$ cat config.mk
export PLATFORM = sky130hd
export DESIGN_NAME = memory_access_stage
export DESIGN_NICKNAME = d
export VERILOG_FILES = /design/src/rtl/memory_access_stage.sv
export SDC_FILE = /design/constraint.sdc
export NUM_CORES = 1
export LEC_CHECK = 0
export ABC_CLOCK_PERIOD_IN_PS = 5300
export BUFFER_PORTS_ARGS = -buffer_cell sky130_fd_sc_hd__buf_2
export CAP_MARGIN = 25
export CORE_AREA = 2 2 98 100
export CTS_CLUSTER_DIAMETER = 50
export DETAILED_ROUTE_END_ITERATION = 8
export DIE_AREA = 0 0 100 102
export PLACE_DENSITY = 0.89
export RECOVER_POWER = 25
export SYNTH_ARGS = -nofsm -noshare
export SYNTH_HDL_FRONTEND = slang
export SYNTH_SLANG_ARGS = --single-unit
export TNS_END_PERCENT = 30
$ cat constraint.sdc
create_clock -name clk_i -period 5.3 [get_ports clk_i]
set_clock_uncertainty 0.1 [all_clocks]
set_input_delay 0.795 -clock clk_i [delete_from_list [all_inputs] [get_ports clk_i]]
set_output_delay 0.795 -clock clk_i [all_outputs]
set_load 0.01 [all_outputs]
$ cat src/rtl/memory_access_stage.sv
// Memory stage of a 5-stage pipeline. It drives a request/ack data-memory port with a wait-state timeout, and formats loads and stores.
// Optional macro DMEM_MISALIGN_CHECK_EN: traps misaligned halfword/word accesses instead of issuing them.
module memory_access_stage #(
  parameter int unsigned TIMEOUT_CYCLES = 15
) (
  input  logic        clk_i,
  input  logic        reset_i,
  input  logic        em_reg_write_i,
  input  logic        em_mem_read_i,
  input  logic        em_mem_write_i,
  input  logic [1:0]  em_dmem_to_reg_i,
  input  logic [4:0]  em_write_addr_reg_i,
  input  logic [31:0] em_alu_result_i,
  input  logic [31:0] em_read_data2_i,
  input  logic [31:0] em_pcsrc_i,
  input  logic [2:0]  em_funct3_i,
  output logic        dmem_req_o,
  output logic        dmem_we_o,
  output logic [31:0] dmem_addr_o,
  output logic [31:0] dmem_wdata_o,
  output logic [3:0]  dmem_be_o,
  input  logic        dmem_ack_i,
  input  logic [31:0] dmem_rdata_i,
  output logic        mem_stall_o,
  output logic        mw_reg_write_o,
  output logic [4:0]  mw_write_addr_reg_o,
  output logic [31:0] mw_wb_data_o,
  output logic        mw_bus_err_o,
  output logic        mw_misalign_o
);
  typedef enum logic {IDLE, WAIT} state_t;

  localparam logic [7:0] CNT_LAST = 8'(TIMEOUT_CYCLES - 1);

  state_t      state_q, state_d;
  logic [7:0]  cnt_q, cnt_d;
  logic        mw_reg_write_q, mw_reg_write_d;
  logic [4:0]  mw_write_addr_reg_q, mw_write_addr_reg_d;
  logic [31:0] mw_wb_data_q, mw_wb_data_d;
  logic        mw_bus_err_q, mw_bus_err_d;
  logic        mw_misalign_q, mw_misalign_d;

  logic [1:0]  byte_off;
  logic        access, misalign, acc_ok, timeout;
  logic [31:0] byte_sh, half_sh, load_data, wb_sel;

  assign byte_off = em_alu_result_i[1:0];
  assign access   = em_mem_read_i | em_mem_write_i;

`ifdef DMEM_MISALIGN_CHECK_EN
  assign misalign = access &&
                    ((em_funct3_i[1:0] == 2'b01 && byte_off[0]) ||
                     (em_funct3_i[1:0] == 2'b10 && byte_off != 2'b00));
`else
  assign misalign = 1'b0;
`endif

  assign acc_ok = access & ~misalign;

  // Port fields are combinational from the EX/MEM inputs, which the stall freezes during WAIT.
  assign dmem_addr_o = {em_alu_result_i[31:2], 2'b00};
  assign dmem_we_o   = em_mem_write_i;

  always_comb begin
    dmem_be_o    = 4'b1111;
    dmem_wdata_o = em_read_data2_i;
    if (em_mem_write_i) begin
      case (em_funct3_i[1:0])
        2'b00: begin
          dmem_be_o    = 4'b0001 << byte_off;
          dmem_wdata_o = {4{em_read_data2_i[7:0]}};
        end
        2'b01: begin
          dmem_be_o    = 4'b0011 << {byte_off[1], 1'b0};
          dmem_wdata_o = {2{em_read_data2_i[15:0]}};
        end
        default: begin
          dmem_be_o    = 4'b1111;
          dmem_wdata_o = em_read_data2_i;
        end
      endcase
    end
  end

  always_comb begin
    byte_sh = dmem_rdata_i >> {byte_off, 3'b000};
    half_sh = dmem_rdata_i >> {byte_off[1], 4'b0000};
    case (em_funct3_i)
      3'b000:  load_data = {{24{byte_sh[7]}}, byte_sh[7:0]};
      3'b001:  load_data = {{16{half_sh[15]}}, half_sh[15:0]};
      3'b100:  load_data = {24'h0, byte_sh[7:0]};
      3'b101:  load_data = {16'h0, half_sh[15:0]};
      default: load_data = dmem_rdata_i;
    endcase
    case (em_dmem_to_reg_i)
      2'b01:   wb_sel = load_data;
      2'b10:   wb_sel = em_pcsrc_i;
      default: wb_sel = em_alu_result_i;
    endcase
  end

  // The timeout cycle drops the request, so an ack arriving then is never seen.
  always_comb begin
    state_d     = state_q;
    cnt_d       = cnt_q;
    dmem_req_o  = 1'b0;
    mem_stall_o = 1'b0;
    timeout     = 1'b0;
    if (!reset_i) begin
      case (state_q)
        IDLE: begin
          if (acc_ok) begin
            dmem_req_o = 1'b1;
            if (!dmem_ack_i) begin
              mem_stall_o = 1'b1;
              state_d     = WAIT;
              cnt_d       = 8'd0;
            end
          end
        end
        WAIT: begin
          if (cnt_q == CNT_LAST) begin
            timeout = 1'b1;
            state_d = IDLE;
            cnt_d   = 8'd0;
          end else begin
            dmem_req_o = 1'b1;
            if (dmem_ack_i) begin
              state_d = IDLE;
              cnt_d   = 8'd0;
            end else begin
              mem_stall_o = 1'b1;
              cnt_d       = cnt_q + 8'd1;
            end
          end
        end
        default: state_d = IDLE;
      endcase
    end
  end

  always_comb begin
    mw_reg_write_d      = 1'b0;
    mw_write_addr_reg_d = mw_write_addr_reg_q;
    mw_wb_data_d        = mw_wb_data_q;
    mw_bus_err_d        = 1'b0;
    mw_misalign_d       = 1'b0;
    if (!mem_stall_o) begin
      mw_reg_write_d      = em_reg_write_i & ~timeout & ~misalign;
      mw_write_addr_reg_d = em_write_addr_reg_i;
      mw_wb_data_d        = wb_sel;
      mw_bus_err_d        = timeout;
      mw_misalign_d       = misalign;
    end
  end

  always_ff @(posedge clk_i or posedge reset_i) begin
    if (reset_i) begin
      state_q             <= IDLE;
      cnt_q               <= 8'd0;
      mw_reg_write_q      <= 1'b0;
      mw_write_addr_reg_q <= 5'd0;
      mw_wb_data_q        <= 32'd0;
      mw_bus_err_q        <= 1'b0;
      mw_misalign_q       <= 1'b0;
    end else begin
      state_q             <= state_d;
      cnt_q               <= cnt_d;
      mw_reg_write_q      <= mw_reg_write_d;
      mw_write_addr_reg_q <= mw_write_addr_reg_d;
      mw_wb_data_q        <= mw_wb_data_d;
      mw_bus_err_q        <= mw_bus_err_d;
      mw_misalign_q       <= mw_misalign_d;
    end
  end

  assign mw_reg_write_o      = mw_reg_write_q;
  assign mw_write_addr_reg_o = mw_write_addr_reg_q;
  assign mw_wb_data_o        = mw_wb_data_q;
  assign mw_bus_err_o        = mw_bus_err_q;
`ifdef DMEM_MISALIGN_CHECK_EN
  assign mw_misalign_o       = mw_misalign_q;
`else
  assign mw_misalign_o       = 1'b0;
`endif

endmodule

After elaboration in Yosys (flattened, before gate mapping)
Cells that the tools add are included.
{ "classes": {"shifts": 4, "n_mux": 25, "eq_ne": 9, "n_reduce_logical": 3, "bitwise_logic": 5, "n_addsub": 1} }
{ "ops": {"columns": ["cell", "count"], "rows": [
  ["$pmux 32 s2", 2],
  ["$pmux 32 s4", 1],
  ["$mux 32", 1],
  ["$mux 8", 4],
  ["$shr 32x5->16", 1],
  ["$shr 32x5->8", 1],
  ["$pmux 8 s2", 1],
  ["$mux 1", 12],
  ["$add 8x1->8 const B", 1],
  ["$eq 8x4->1 const B", 1],
  ["$pmux 4 s2", 1],
  ["$eq 3x3->1 const B", 2],
  ["$eq 2x1->1 const B", 2],
  ["$mux 4", 1],
  ["$ne 2x2->1 const B", 2],
  ["$pmux 1 s2", 2],
  ["$shl 1x2->4 const A", 1],
  ["$shl 2x2->4 const A", 1],
  ["$eq 3x1->1 const B", 1],
  ["$logic_not 3->1", 1],
  ["$not 1->1", 3],
  ["$reduce_and 3->1", 1],
  ["$eq 2x2->1 const B", 1],
  ["$logic_not 2->1", 1],
  ["other kinds (2)", 2]
]} }
{ "word_totals": {"inputBits": 144, "output_inout_bits": 111, "ff_bits": 48, "wordCells": 53} }

Depth between registers and ports, before layout
Gate-level depths: netlist (run 1).
{ "depth": {"ltp_word": 7, "mapped_depth": 10, "depth_no_buf": 8} }

Worst setup path after synthesis (run 1)
Ideal clock, no wire load.
{ "synth_path": {"kind": "input to output", "from": "input reset_i", "to": "output mem_stall_o", "required_time_ps": 4405, "path_slack_ps": 1602, "cell_stages": 6, "path_buffers": 2, "arrival_ps": 2803, "path_cell_list": "inv_1 -> o31ai_1 -> a211o_1 -> buf_4 -> inv_2 -> buf_6"} }
{ "synth_between": {"elab_chain_cells": 1} }
{ "synth_rtl": {"columns": ["element", "line_no", "text"], "rows": [
  ["start: declaration", "7", "input logic reset_i,"],
  ["$mux 1", "109", "if (!reset_i) begin"],
  ["end: declaration", "24", "output logic mem_stall_o,"]
]} }
No other way between the ends.

Final worst setup path (run 1)
{ "layout_path": {"from": "register cnt_q[0]", "to": "output mem_stall_o"} }
{ "layout_between": {"elab_chain_cells": 4} }
{ "layout_rtl": {"columns": ["element", "line_no", "text"], "rows": [
  ["start: declaration", "36", "logic [7:0] cnt_q, cnt_d;"],
  ["start signal: assignment", "168", "cnt_q <= cnt_d;"],
  ["$eq 8x4->1", "122", "if (cnt_q == CNT_LAST) begin"],
  ["$mux 1", "122", null],
  ["$pmux 1 s2", "110", "case (state_q)"],
  ["$mux 1", "109", null]
]} }
No other way between the ends.

==> results of run 1 <==
[synthesized netlist by cell type, types with 2 or more instances]
library cell | count | share of area [%]
a211o_1 | 2 | 0.45
a21o_1 | 2 | 0.38
a21oi_1 | 37 | 4.7
a31oi_1 | 10 | 1.6
a32oi_1 | 4 | 0.89
and3_1 | 9 | 1.4
buf_2 | 5 | 0.64
buf_4 | 47 | 9.0
buf_6 | 2 | 0.57
clkbuf_1 | 21 | 2.0
dfrtp_1 | 48 | 31
ha_1 | 4 | 1.3
inv_1 | 14 | 1.3
mux2_2 | 8 | 2.3
mux2i_1 | 22 | 5.6
nand2_1 | 87 | 8.3
nand2b_1 | 9 | 1.4
nand4_1 | 3 | 0.48
nor2_1 | 47 | 4.5
nor2b_1 | 14 | 2.2
nor3b_1 | 3 | 0.57
nor3b_2 | 2 | 0.64
o2111ai_1 | 8 | 1.8
o211ai_1 | 4 | 0.76
o21a_1 | 15 | 2.9
o21ai_0 | 31 | 3.9
o21ai_1 | 18 | 2.3
o221ai_1 | 3 | 0.67
or3_1 | 9 | 1.4
xor2_1 | 5 | 1.1
[area by class of cell]
type,instances,share of cell area (%)
Multi-Input combinational cell,376,43.8
Timing Repair Buffer,256,25.6
Sequential cell,48,23.9
Tap cell,111,2.76
Clock buffer,5,1.37
Clock inverter,3,1.37
Inverter,16,1.19
Antenna cell,1,0.0497
[power by group through the flow]
stage	clock network, uW	registers [uW]	logic (uW)
after floorplan	0	463	220
after global placement	0	442	393
after detailed placement	0	444	398
after CTS	328	436	400
after global routing	347	443	438
final	322	436	396
[cell usage in the layout, fill, tap and decap left out, types with 3 or more instances in the layout]
master,instances
a21oi_1,37
a31oi_1,10
a32oi_1,4
and3_1,9
buf_2,248
buf_4,4
clkbuf_1,4
clkbuf_8,5
conb_1,3
dfrtp_1,48
ha_1,4
inv_1,14
mux2_2,8
mux2i_1,22
nand2_1,87
nand2b_1,9
nand4_1,3
nor2_1,47
nor2b_1,13
nor3b_1,3
o2111ai_1,8
o211ai_1,4
o21a_1,15
o21ai_0,31
o21ai_1,18
o221ai_1,3
or3_1,9
xor2_1,5
[metal layers]
metal	part of all wire, %	GRT usage (%)	up-vias
met2	52	49.4	241
met4	1.5	6.53	0
met3	8.5	5.13	20
li1	-	-	2111
met5	0	0	-
met1	38	28.4	2064
[critical path, cell delays in order (launching register included)]
cell and delay [ps]:
dfrtp_1 450, inv_1 80, ha_1 150, or4b_1 450, nor3_2 240, a211o_1 200, inv_2 230, buf_2 240
[final timing paths]
check | start | endpoint | depth (start not counted)
max | cnt_q[0] | mem_stall_o | 7
min | mw_write_addr_reg_o[2] | mw_write_addr_reg_o[2] | 2
max reg2reg | cnt_q[0] | mw_wb_data_o[4] | 8
min reg2reg | mw_write_addr_reg_o[2] | mw_write_addr_reg_o[2] | 2
max in group asynchronous | reset_i | mw_wb_data_o[7] | 3
min in group asynchronous | reset_i | cnt_q[6] | 3
[sequential cells by signal (all words and copies together) (netlist names)]
signal,count
mw_reg_write_o,1
state_q,1
mw_bus_err_o,1
mw_write_addr_reg_o,5
mw_wb_data_o,32
cnt_q,8
[metrics by stage]
stage	setup slack [ps]	hold WS, ps	instance area [um2]
after floorplan	1600	365	3940
after global placement	2210	349	4900
after detailed placement	2170	360	4900
after CTS	2010	383	5040
after global routing	1550	392	5030
final	2040	376	5030
[kinds of logic (layout without fill, tap and decap cells)]
family / after synthesis / after routing
AND/OR/NAND/NOR: 190 / 190
flip-flops: 48 / 48
other: 1 / 4
buffers and inverters: 91 / 280
multiplexers: 30 / 30
adder cells (fa/ha/maj): 4 / 4
AO/OA/AOI/OAI: 144 / 144
XOR/XNOR: 5 / 5
==> summary.txt, run 1 <==
Critical path
  – CP arrival: 2370 ps
  – Crit Path Category: reg2out
  – Crit path launch type: register
  – Worst setup EP type: output pin
  – Register-to-register setup slack: 2770 ps
  – Worst-path maximum fanout: 33
  – Worst Path Required: 4410 ps

Pwr
  – Tot Pwr: 1150 uW
  – Combinational Power Share: roughly 34%
  – Power share of the clock group: between 20 and 30%
  – Peak supply drop: 110 uV
  – Pwr per Cell Area: 229 nW/um2
  – Pleak: 0.00261 uW
  – Power share of the sequential group: 37.8%
  – Internal: 769 uW
  – Sw Ratio: 33.4%
  – Net Sw Power: 386 uW

Run
  – Max Cap Viol: 1

Routing
  – DRT iter0 DRCs: 196
  – Routed WL: 13400 um
  – Antenna viol nets, final: 0
  – Via count: 4436
  – Avg WL per Cell: ~16 um
  – DRC Markers: 0
  – Routed vias/inst: 5.44
  – First drt pass iteration count: 5

Floorplanning
  – Core area: roughly 9100 um2
  – Die width: 100 um
  – Initial core utilization: 43.2%
  – Die Y: 102 um
  – Row count: 35
  – Die area: 10200 um2
  – IO Count: 255

Cells and area
  – Area of the multi-input gates: 2210 um2
  – Count of non-filler cells in the finished layout: 816
  – Layout cells sized above 1: 39.2%
  – Layout Utilization: 55.2%
  – Filler Cell Count: between 900 and 1000
  – Storage cell area: approximately 1200 um2
  – Final net count: 851
  – Area growth syn-to-layout: 27.8%

Logic synthesis
  – Synth Flop Type: dfrtp_1
  – Gate Count Post-Synth: 513
  – Post-synthesis mux area share: 7.88%
  – Post-synth ARST share: 100%
  – Synthesized flop and latch total: 48
  – Synth Area in XOR/XNOR: under 10%
  – Simple-gate share of the synthesized area: 22.3%
  – Main combinational cell family by area after synthesis: compound AO/OA/AOI/OAI gates
  – Register area share after synthesis: just over 30%
  – Post-synth EDFFs: 0
  – Cell Area, Synth: slightly below 4000 um2
  – Yosys Warn Count: 0
  – Syn avg cell area: 7.67 um2
  – Synth Area in Compound Gates: 23.1%
  – Adder-Cell Fraction of Synth Area: 1.27%
  – Count of cell types in the netlist: 50

STA
  – Slew HR: -77.6%
  – Hold Vio Cnt, Final: 0
  – Final worst-path cycle share: between 60% and 70%
  – Unrepaired setup endpoints after global routing: no
  – Post-Route Setup TNS: 0 ps
  – Slew @ Worst Pin: around 2700 ps
  – Setup-failing EPs final: 0
  – Max Slew Vio Count: 50
  – Max Fclk: 0.307 GHz
  – Final min period: 3260 ps

Global route
  – Total gr overflow: 0
  – Largest net degree at the start of global routing: 50
  – All-Layer GR Usage: 25.5%
  – Number of global-route vias before repair: 4238
  – Initial antenna violation count: 1
  – First-pass GRT wire length: 20500 um

Clock tree
  – Clock tree sinks: 48
  – Clk slew on worst S/H paths: 100 ps
  – TritonCTS buffer count: 5
  – Total setup buffers inserted after CTS: 0
  – Clk buf depth: 2
  – CTS tree: yes
  – Clk Latency, worst-skew pair: 300 ps
  – Post-CTS sizing: 0
  – Root Driver: clkbuf_8
  – # hold bufs at CTS: 0
  – H-tree Lvls: 2

Placed design
  – Routability cong.: 0.817
  – Inst Count DP: 807
  – Detailed placer's ending HPWL: 10700 um
  – PortBufs: 251

Min path
  – Hold crit path type: reg2reg

Status
  – Failing checks: capacitance limit, slew limit
  – Status: finished with violations
No activity file was read; power rests on OpenSTA's default activity.
==> inputs of run 2 (changes only) <==
--- a/config.mk
+++ b/config.mk
@@ -5,14 +5,14 @@
 export SDC_FILE = /design/constraint.sdc
 export NUM_CORES = 1
 export LEC_CHECK = 0
-export ABC_CLOCK_PERIOD_IN_PS = 5300
+export ABC_CLOCK_PERIOD_IN_PS = 3150
 export BUFFER_PORTS_ARGS = -buffer_cell sky130_fd_sc_hd__buf_2
 export CAP_MARGIN = 25
-export CORE_AREA = 2 2 98 100
+export CORE_AREA = 2 2 99 101
 export CTS_CLUSTER_DIAMETER = 50
 export DETAILED_ROUTE_END_ITERATION = 8
-export DIE_AREA = 0 0 100 102
-export PLACE_DENSITY = 0.89
+export DIE_AREA = 0 0 101 103
+export PLACE_DENSITY = 0.87
 export RECOVER_POWER = 25
 export SYNTH_ARGS = -nofsm -noshare
 export SYNTH_HDL_FRONTEND = slang
==> constraint.sdc (replaced) <==
create_clock -name clk_i -period 3.15 [get_ports clk_i]
set_clock_uncertainty 0.1 [all_clocks]
set_input_delay 0.4725 -clock clk_i [delete_from_list [all_inputs] [get_ports clk_i]]
set_output_delay 0.4725 -clock clk_i [all_outputs]
set_load 0.01 [all_outputs]
==> run 2 against run 1 <==
Effect of this change:
- the flow now finishes without violations
- critical path depth unchanged
- worst hold slack worse by 120 ps
- total power up 62%
- global-route usage down 0.74 points
- sequential share of layout area down 0.053 points
- via count down 0.88%
- largest cell class unchanged
- largest power group unchanged
- highest routed layer unchanged
==> summary.txt, run 2 (synthesized netlist as in run 1, its figures left out) <==
Cells and area
  – Final net count: 855 (+0.47%)
  – Layout cells sized above 1: 39.5% (+0.34 points)
  – Area growth syn-to-layout: 28.1%
  – Filler Cell Count: 962 (+5.1%)
  – Max reg flops: 32 (unchanged)
  – Layout Utilization: 53.3% (-1.9 points)
  – Most frequent cells in the layout: buf_2, nand2_1, dfrtp_1
  – Most common cell after layout, fill and taps aside: buf_2

Run
  – Max Cap Viol: 0 (-1)

Floorplanning
  – IO Count: 255 (unchanged)
  – Core area: 9460 um2 (+3.8%)
  – Die area: 10400 um2 (+2.0%)
  – Row count: 36 (+2.9%)
  – Die width: 101 um (+1.0%)
  – Initial core utilization: 41.6% (-1.6 points)
  – Die Y: 103 um (+0.98%)

Status
  – Status: finished, final reports clean

STA
  – Setup-failing EPs final: 0 (unchanged)
  – Slew @ Worst Pin: 1250 ps (-1420 ps)
  – Slew HR: 16.8% (+94 points)
  – Final worst-path cycle share: 87.3%
  – Unrepaired setup endpoints after global routing: no
  – Final min period: 2750 ps
  – Max Slew Vio Count: 0 (-100%)
  – Max Fclk: 0.364 GHz
  – Post-Route Setup TNS: 0 ps (unchanged)
  – Hold Vio Cnt, Final: 0 (unchanged)

Routing
  – Top layer in use: met4
  – DRC Markers: 0 (unchanged)
  – Avg WL per Cell: 16.4 um (-0.24%)
  – Routed WL: 13500 um (+0.62%)
  – Routed vias/inst: 5.34 (-1.7%)
  – Antenna viol nets, final: 0 (unchanged)
  – First drt pass iteration count: 4 (-1)
  – Via count: 4397 (-0.88%)
  – WL met2: 7040 um (+1.2%)
  – DRT iter0 DRCs: 313 (+60%)
  – Wl on met1: 5200 um (+1.7%)
  – Metal3 WL: 1020 um (-11%)

Critical path
  – CP arrival: 2180 ps (-190 ps)
  – Register-to-register setup slack: 680 ps (-2090 ps)
  – Crit Path Category: reg2out
  – RR Startpoint: cnt_q[0]
  – R2r worst-path depth: 8 (unchanged)
  – Worst Path Required: 2580 ps (-1830 ps)
  – Worst-path maximum fanout: 17 (-48%)
  – Worst setup EP type: output pin
  – R2R Path End: mw_wb_data_o[0]
  – Crit path launch type: register

Global route
  – Largest net degree at the start of global routing: 50 (unchanged)
  – Total gr overflow: 0 (unchanged)
  – First-pass GRT wire length: 20200 um (-1.5%)
  – Initial antenna violation count: 1 (unchanged)
  – All-Layer GR Usage: 24.7% (-0.74 points)
  – Number of global-route vias before repair: 4128 (-2.6%)

Clock tree
  – Post-CTS sizing: 0 (unchanged)
  – # hold bufs at CTS: 0 (unchanged)
  – Total setup buffers inserted after CTS: 0 (unchanged)
  – TritonCTS buffer count: 5 (unchanged)
  – Clk Latency, worst-skew pair: 300 ps (about the same)
  – H-tree Lvls: 2 (unchanged)
  – Clk slew on worst S/H paths: 100 ps (about the same)
  – Clock tree sinks: 48 (unchanged)
  – Clk buf depth: 2 (unchanged)
  – CTS tree: yes
  – Root Driver: clkbuf_8

Pwr
  – Pwr per Cell Area: 371 nW/um2 (+62%)
  – Internal: 1220 uW (+58%)
  – Tot Pwr: 1870 uW (+62%)
  – Pleak: 0.00262 uW (+0.12%)
  – Net Sw Power: 655 uW (+70%)
  – Peak supply drop: 197 uV (+79%)
  – Power share of the sequential group: 39.2% (+1.4 points)
  – Power share of the clock group: 24.9% (-3.0 points)
  – Combinational Power Share: 35.9% (+1.6 points)
  – Sw Ratio: 35.0% (+1.6 points)

Min path
  – Hold crit path type: in2reg
  – Hold path startpoint: em_write_addr_reg_i[1]
  – Endpoint, Worst Hold: mw_write_addr_reg_o[1]
  – Worst hold path depth: 3 (+1)

Placed design
  – Detailed placer's ending HPWL: 10700 um (+0.66%)
  – PortBufs: 251 (unchanged)
  – Routability cong.: 0.878 (+7.6%)
run 2: cell types whose count changed in the layout (fill, tap and decap cells not counted):
cell	change
inv_1	-1
buf_4	+4
buf_2	-1
clkinv_1	+1
clkinvlp_4	+1
clkbuf_2	+1
bufinv_16	-1
run 2: worst max path at each step:
stage                         from  slack, ps               end  cells past startpoint
floorplan                  reset_i        100       mem_stall_o                      6
global placement    em_funct3_i[0]        730  mw_wb_data_o[16]                      6
detailed placement  em_funct3_i[0]        580  mw_wb_data_o[16]                      6
CTS                       cnt_q[0]        380       mem_stall_o                      7
global route              cnt_q[0]        220       mem_stall_o                      7
finish                    cnt_q[0]        400       mem_stall_o                      7
run 2: per-layer routing:
layer	up-vias	global-route usage [%]
met5	-	0
met4	0	6.65
met3	19	3.46
met2	228	48.1
met1	2030	28.3
li1	2120	-
run 2: layout make-up:
class | instances | area (um2) | area share, %
Antenna cell | 1 | 2.50 | 0.0496
Clock buffer | 5 | 68.8 | 1.36
Clock inverter | 3 | 46.3 | 0.918
Inverter | 16 | 60.1 | 1.19
Multi-Input combinational cell | 376 | 2210 | 43.7
Sequential cell | 48 | 1200 | 23.8
Tap cell | 114 | 143 | 2.83
Timing Repair Buffer | 260 | 1320 | 26.1
run 2: power groups by stage:
stage | Combinational [uW] | Clock, uW | Sequential [uW]
finish | 673 | 465 | 735
global route | 745 | 500 | 745
CTS | 676 | 475 | 735
detailed placement | 673 | 0 | 748
global placement | 663 | 0 | 744
floorplan | 370 | 0 | 780
run 2: through the flow:
step           hold slack [ps]  setup WS (ps)  cells  area (um2)
3_3_place_gp               348            726    814        4930
5_1_grt                    249            220    823        5040
3_5_place_dp               360            583    814        4930
4_1_cts                    254            383    822        5050
2_1_floorplan              365           96.6    515        3940
6_report                   260            400    823        5040
run 2: worst max-delay path: stages (launching register included):
cell     delay (ps)
dfrtp_1         450
inv_1            80
ha_1            140
or4b_1          450
nor3_2          210
a211o_1         200
inv_2           160
buf_2           200
==> inputs of run 3 (changes only) <==
--- a/config.mk
+++ b/config.mk
@@ -14,6 +14,7 @@
 export DIE_AREA = 0 0 101 103
 export PLACE_DENSITY = 0.87
 export RECOVER_POWER = 25
+export REMOVE_ABC_BUFFERS = 1
 export SYNTH_ARGS = -nofsm -noshare
 export SYNTH_HDL_FRONTEND = slang
 export SYNTH_SLANG_ARGS = --single-unit
==> constraint.sdc (replaced) <==
create_clock -name clk_i -period 3.15 [get_ports clk_i]
set_clock_uncertainty 0.1 [all_clocks]
set_input_delay 0.7875 -clock clk_i [delete_from_list [all_inputs] [get_ports clk_i]]
set_output_delay 0.7875 -clock clk_i [all_outputs]
set_load 0.01 [all_outputs]
==> run 3 against run 2 <==
Effect of this change:
- clock power is essentially flat
- count of clock-buffer cells in the layout is 1 higher
- die area stayed put
- critical path type unchanged
- largest power group unchanged
==> summary.txt, run 3 (synthesized netlist as in run 1, its figures left out) <==
Status
  – Status: finished, final reports clean

Cells and area
  – Layout Utilization: 53.9% (+0.58 points)
  – Filler Cell Count: 943 (-2.0%)
  – Storage cell area: 1200 um2 (unchanged)
  – Area growth syn-to-layout: 29.5%
  – Most common cell after layout, fill and taps aside: buf_2
  – ANT cells: 0 (-1)
  – Area of the multi-input gates: 2210 um2 (+0.17%)
  – Max reg flops: 32 (unchanged)
  – Final net count: 863 (+0.94%)
  – Most frequent cells in the layout: buf_2, nand2_1, dfrtp_1
  – Layout cells sized above 1: 40.1% (+0.54 points)

Critical path
  – Total stage count of the critical path: 7 (unchanged)
  – Worst setup EP type: output pin
  – Critical Path Source: cnt_q[0]
  – Worst Path Required: 2260 ps (-320 ps)
  – Slowest Stage Delay on Critical Path: 500 ps (+50 ps)
  – Crit Path Category: reg2out
  – RR Startpoint: cnt_q[0]
  – Crit path launch type: register
  – Crit-path cells: inv_1 -> ha_1 -> or4b_1 -> nor3_4 -> a211o_1 -> inv_2 -> buf_2
  – Slowest CP cell: or4b_1
  – Worst-path maximum fanout: 6 (-11)
  – CP top delay family: simple AND/OR/NAND/NOR gates
  – Critical path buffers and inverters: 3 (unchanged)
  – R2r worst-path depth: 8 (unchanged)
  – CP arrival: 2110 ps (-70 ps)

Min path
  – Hold crit path type: reg2reg
  – Worst hold path depth: 2 (-1)
  – Hold path startpoint: mw_write_addr_reg_o[3]

Global route
  – M3 GR Usage: 4.27% (+0.81 points)
  – Layer with the highest usage: met2
  – M2 GR Usage: 39.6% (-8.5 points)
  – All-Layer GR Usage: 24.3% (-0.42 points)
  – First-pass GRT wire length: 19800 um (-1.6%)
  – Largest net degree at the start of global routing: 50 (unchanged)
  – Total gr overflow: 0 (unchanged)
  – Initial antenna violation count: 1 (unchanged)
  – Grt met1 use: 32.4% (+4.1 points)
  – Number of global-route vias before repair: 3891 (-5.7%)

Routing
  – First drt pass iteration count: 5 (+1)
  – Routed WL: 13500 um (+0.23%)
  – Via count: 4353 (-1.0%)
  – Routed vias/inst: 5.24 (-1.8%)
  – DRC Markers: 0 (unchanged)
  – Avg WL per Cell: 16.3 um (-0.62%)
  – Antenna viol nets, final: 0 (unchanged)
  – DRT iter0 DRCs: 231 (-26%)

Floorplanning
  – Die area: 10400 um2 (unchanged)
  – Row count: 36 (unchanged)
  – Initial core utilization: 41.6% (unchanged)
  – Core area: 9460 um2 (unchanged)
  – Die Y: 103 um (unchanged)
  – IO Count: 255 (unchanged)
  – Die width: 101 um (unchanged)

STA
  – Max Slew Vio Count: 0 (unchanged)
  – Slew @ Worst Pin: 1290 ps (+40.8 ps)
  – Setup-failing EPs final: 0 (unchanged)
  – Unrepaired setup endpoints after global routing: no
  – Max Fclk: 0.333 GHz (-8.3%)
  – Final min period: 3000 ps (+249 ps)
  – Hold Vio Cnt, Final: 0 (unchanged)
  – Final worst-path cycle share: 95.2% (+7.9 points)
  – Slew HR: 14.0% (-2.7 points)

Clock tree
  – Clk buf depth: 2 (unchanged)
  – Clock tree sinks: 48 (unchanged)
  – Clk Latency, worst-skew pair: 300 ps (about the same)
  – Clk slew on worst S/H paths: 90 ps (about the same)
  – # hold bufs at CTS: 0 (unchanged)
  – H-tree Lvls: 2 (unchanged)
  – Root Driver: clkbuf_8
  – TritonCTS buffer count: 5 (unchanged)
  – CTS tree: yes

Placed design
  – PortBufs: 251 (unchanged)
  – Detailed placer's ending HPWL: 10500 um (-1.9%)
  – Routability cong.: 0.881 (+0.35%)

Pwr
  – Peak supply drop: 179 uV (-9.1%)
  – Tot Pwr: 1880 uW (+0.56%)
  – Pwr per Cell Area: 369 nW/um2 (-0.53%)
  – Pleak: 0.00266 uW (+1.6%)

Run
  – Max Cap Viol: 0 (unchanged)
==> run 3: changes by cell type in the layout (fill, tap and decap cells not counted) <==
cell and change:
clkinvlp_4 -1, nor3_2 -1, nor3_4 +1, inv_6 -1
inv_1 +1, clkinv_2 +1, nor2b_2 -1, nor2b_1 +1
clkinv_1 -1, buf_4 +8, diode_2 -1, buf_2 +1
==> run 3: worst paths after layout <==
path                            slack, ps                      to
worst max-delay path                  150             mem_stall_o
worst min-delay path                  370  mw_write_addr_reg_o[3]
min in group asynchronous             850                 state_q
worst min register to register        370  mw_write_addr_reg_o[3]
worst max register to register        630        mw_wb_data_o[18]
max in group asynchronous            1320        mw_wb_data_o[20]
==> run 3: worst register-to-register path: cells and delay by family, from the launching register on <==
family	cells	cell delay [ps]
buffers and inverters	2	500
AND/OR/NAND/NOR	2	690
flip-flops	1	460
adder cells (fa/ha/maj)	1	170
AO/OA/AOI/OAI	3	550
==> run 3: final cells by class <==
type	instances	area share (%)
clock buffers	6	1.42
clock inverters	2	0.687
inverters	16	1.18
multi-input cells	376	43.3
flip-flops and latches	48	23.6
well taps	114	2.80
repair buffers	268	27.0
==> run 3: repair_timing <==
action / 4_1_cts / 5_1_grt
setup buffers: 0 / 0
resized for setup: 0 / 1
setup endpoints to repair: 0 / 1
==> run 3: power by group <==
part / leakage [uW] / total, uW / switching (uW) / internal [uW]
Combinational: 0.00201 / 683 / 389 / 294
Sequential: 0.000593 / 735 / 43.8 / 691
Clock: 0.0000552 / 466 / 229 / 236
Total: 0.00266 / 1880 / 662 / 1220
==> run 3: metal layers <==
| layer | wire, um | vias up | share of wire [%] |
|---|---|---|---|
| met4 | 301 | 0 | 2.2 |
| met5 | 0 | - | 0 |
| met2 | 6410 | 190 | 47 |
| met1 | 5890 | 2007 | 43 |
| li1 | - | 2132 | - |
| met3 | 942 | 24 | 7.0 |
==> run 3: per-stage QoR <==
| stage | hold slack [ps] | cell area, um2 | TNS [ps] | std cells | setup WS, ps |
|---|---|---|---|---|---|
| 2_1_floorplan | 365 | 3460 | -13490 | 440 | -937 |
| 3_3_place_gp | 344 | 4990 | 0 | 822 | 433 |
| 3_5_place_dp | 352 | 4990 | 0 | 822 | 399 |
| 4_1_cts | 372 | 5100 | 0 | 830 | 133 |
| 5_1_grt | 393 | 5100 | 0 | 830 | 39.3 |
| 6_report | 371 | 5100 | 0 | 830 | 151 |
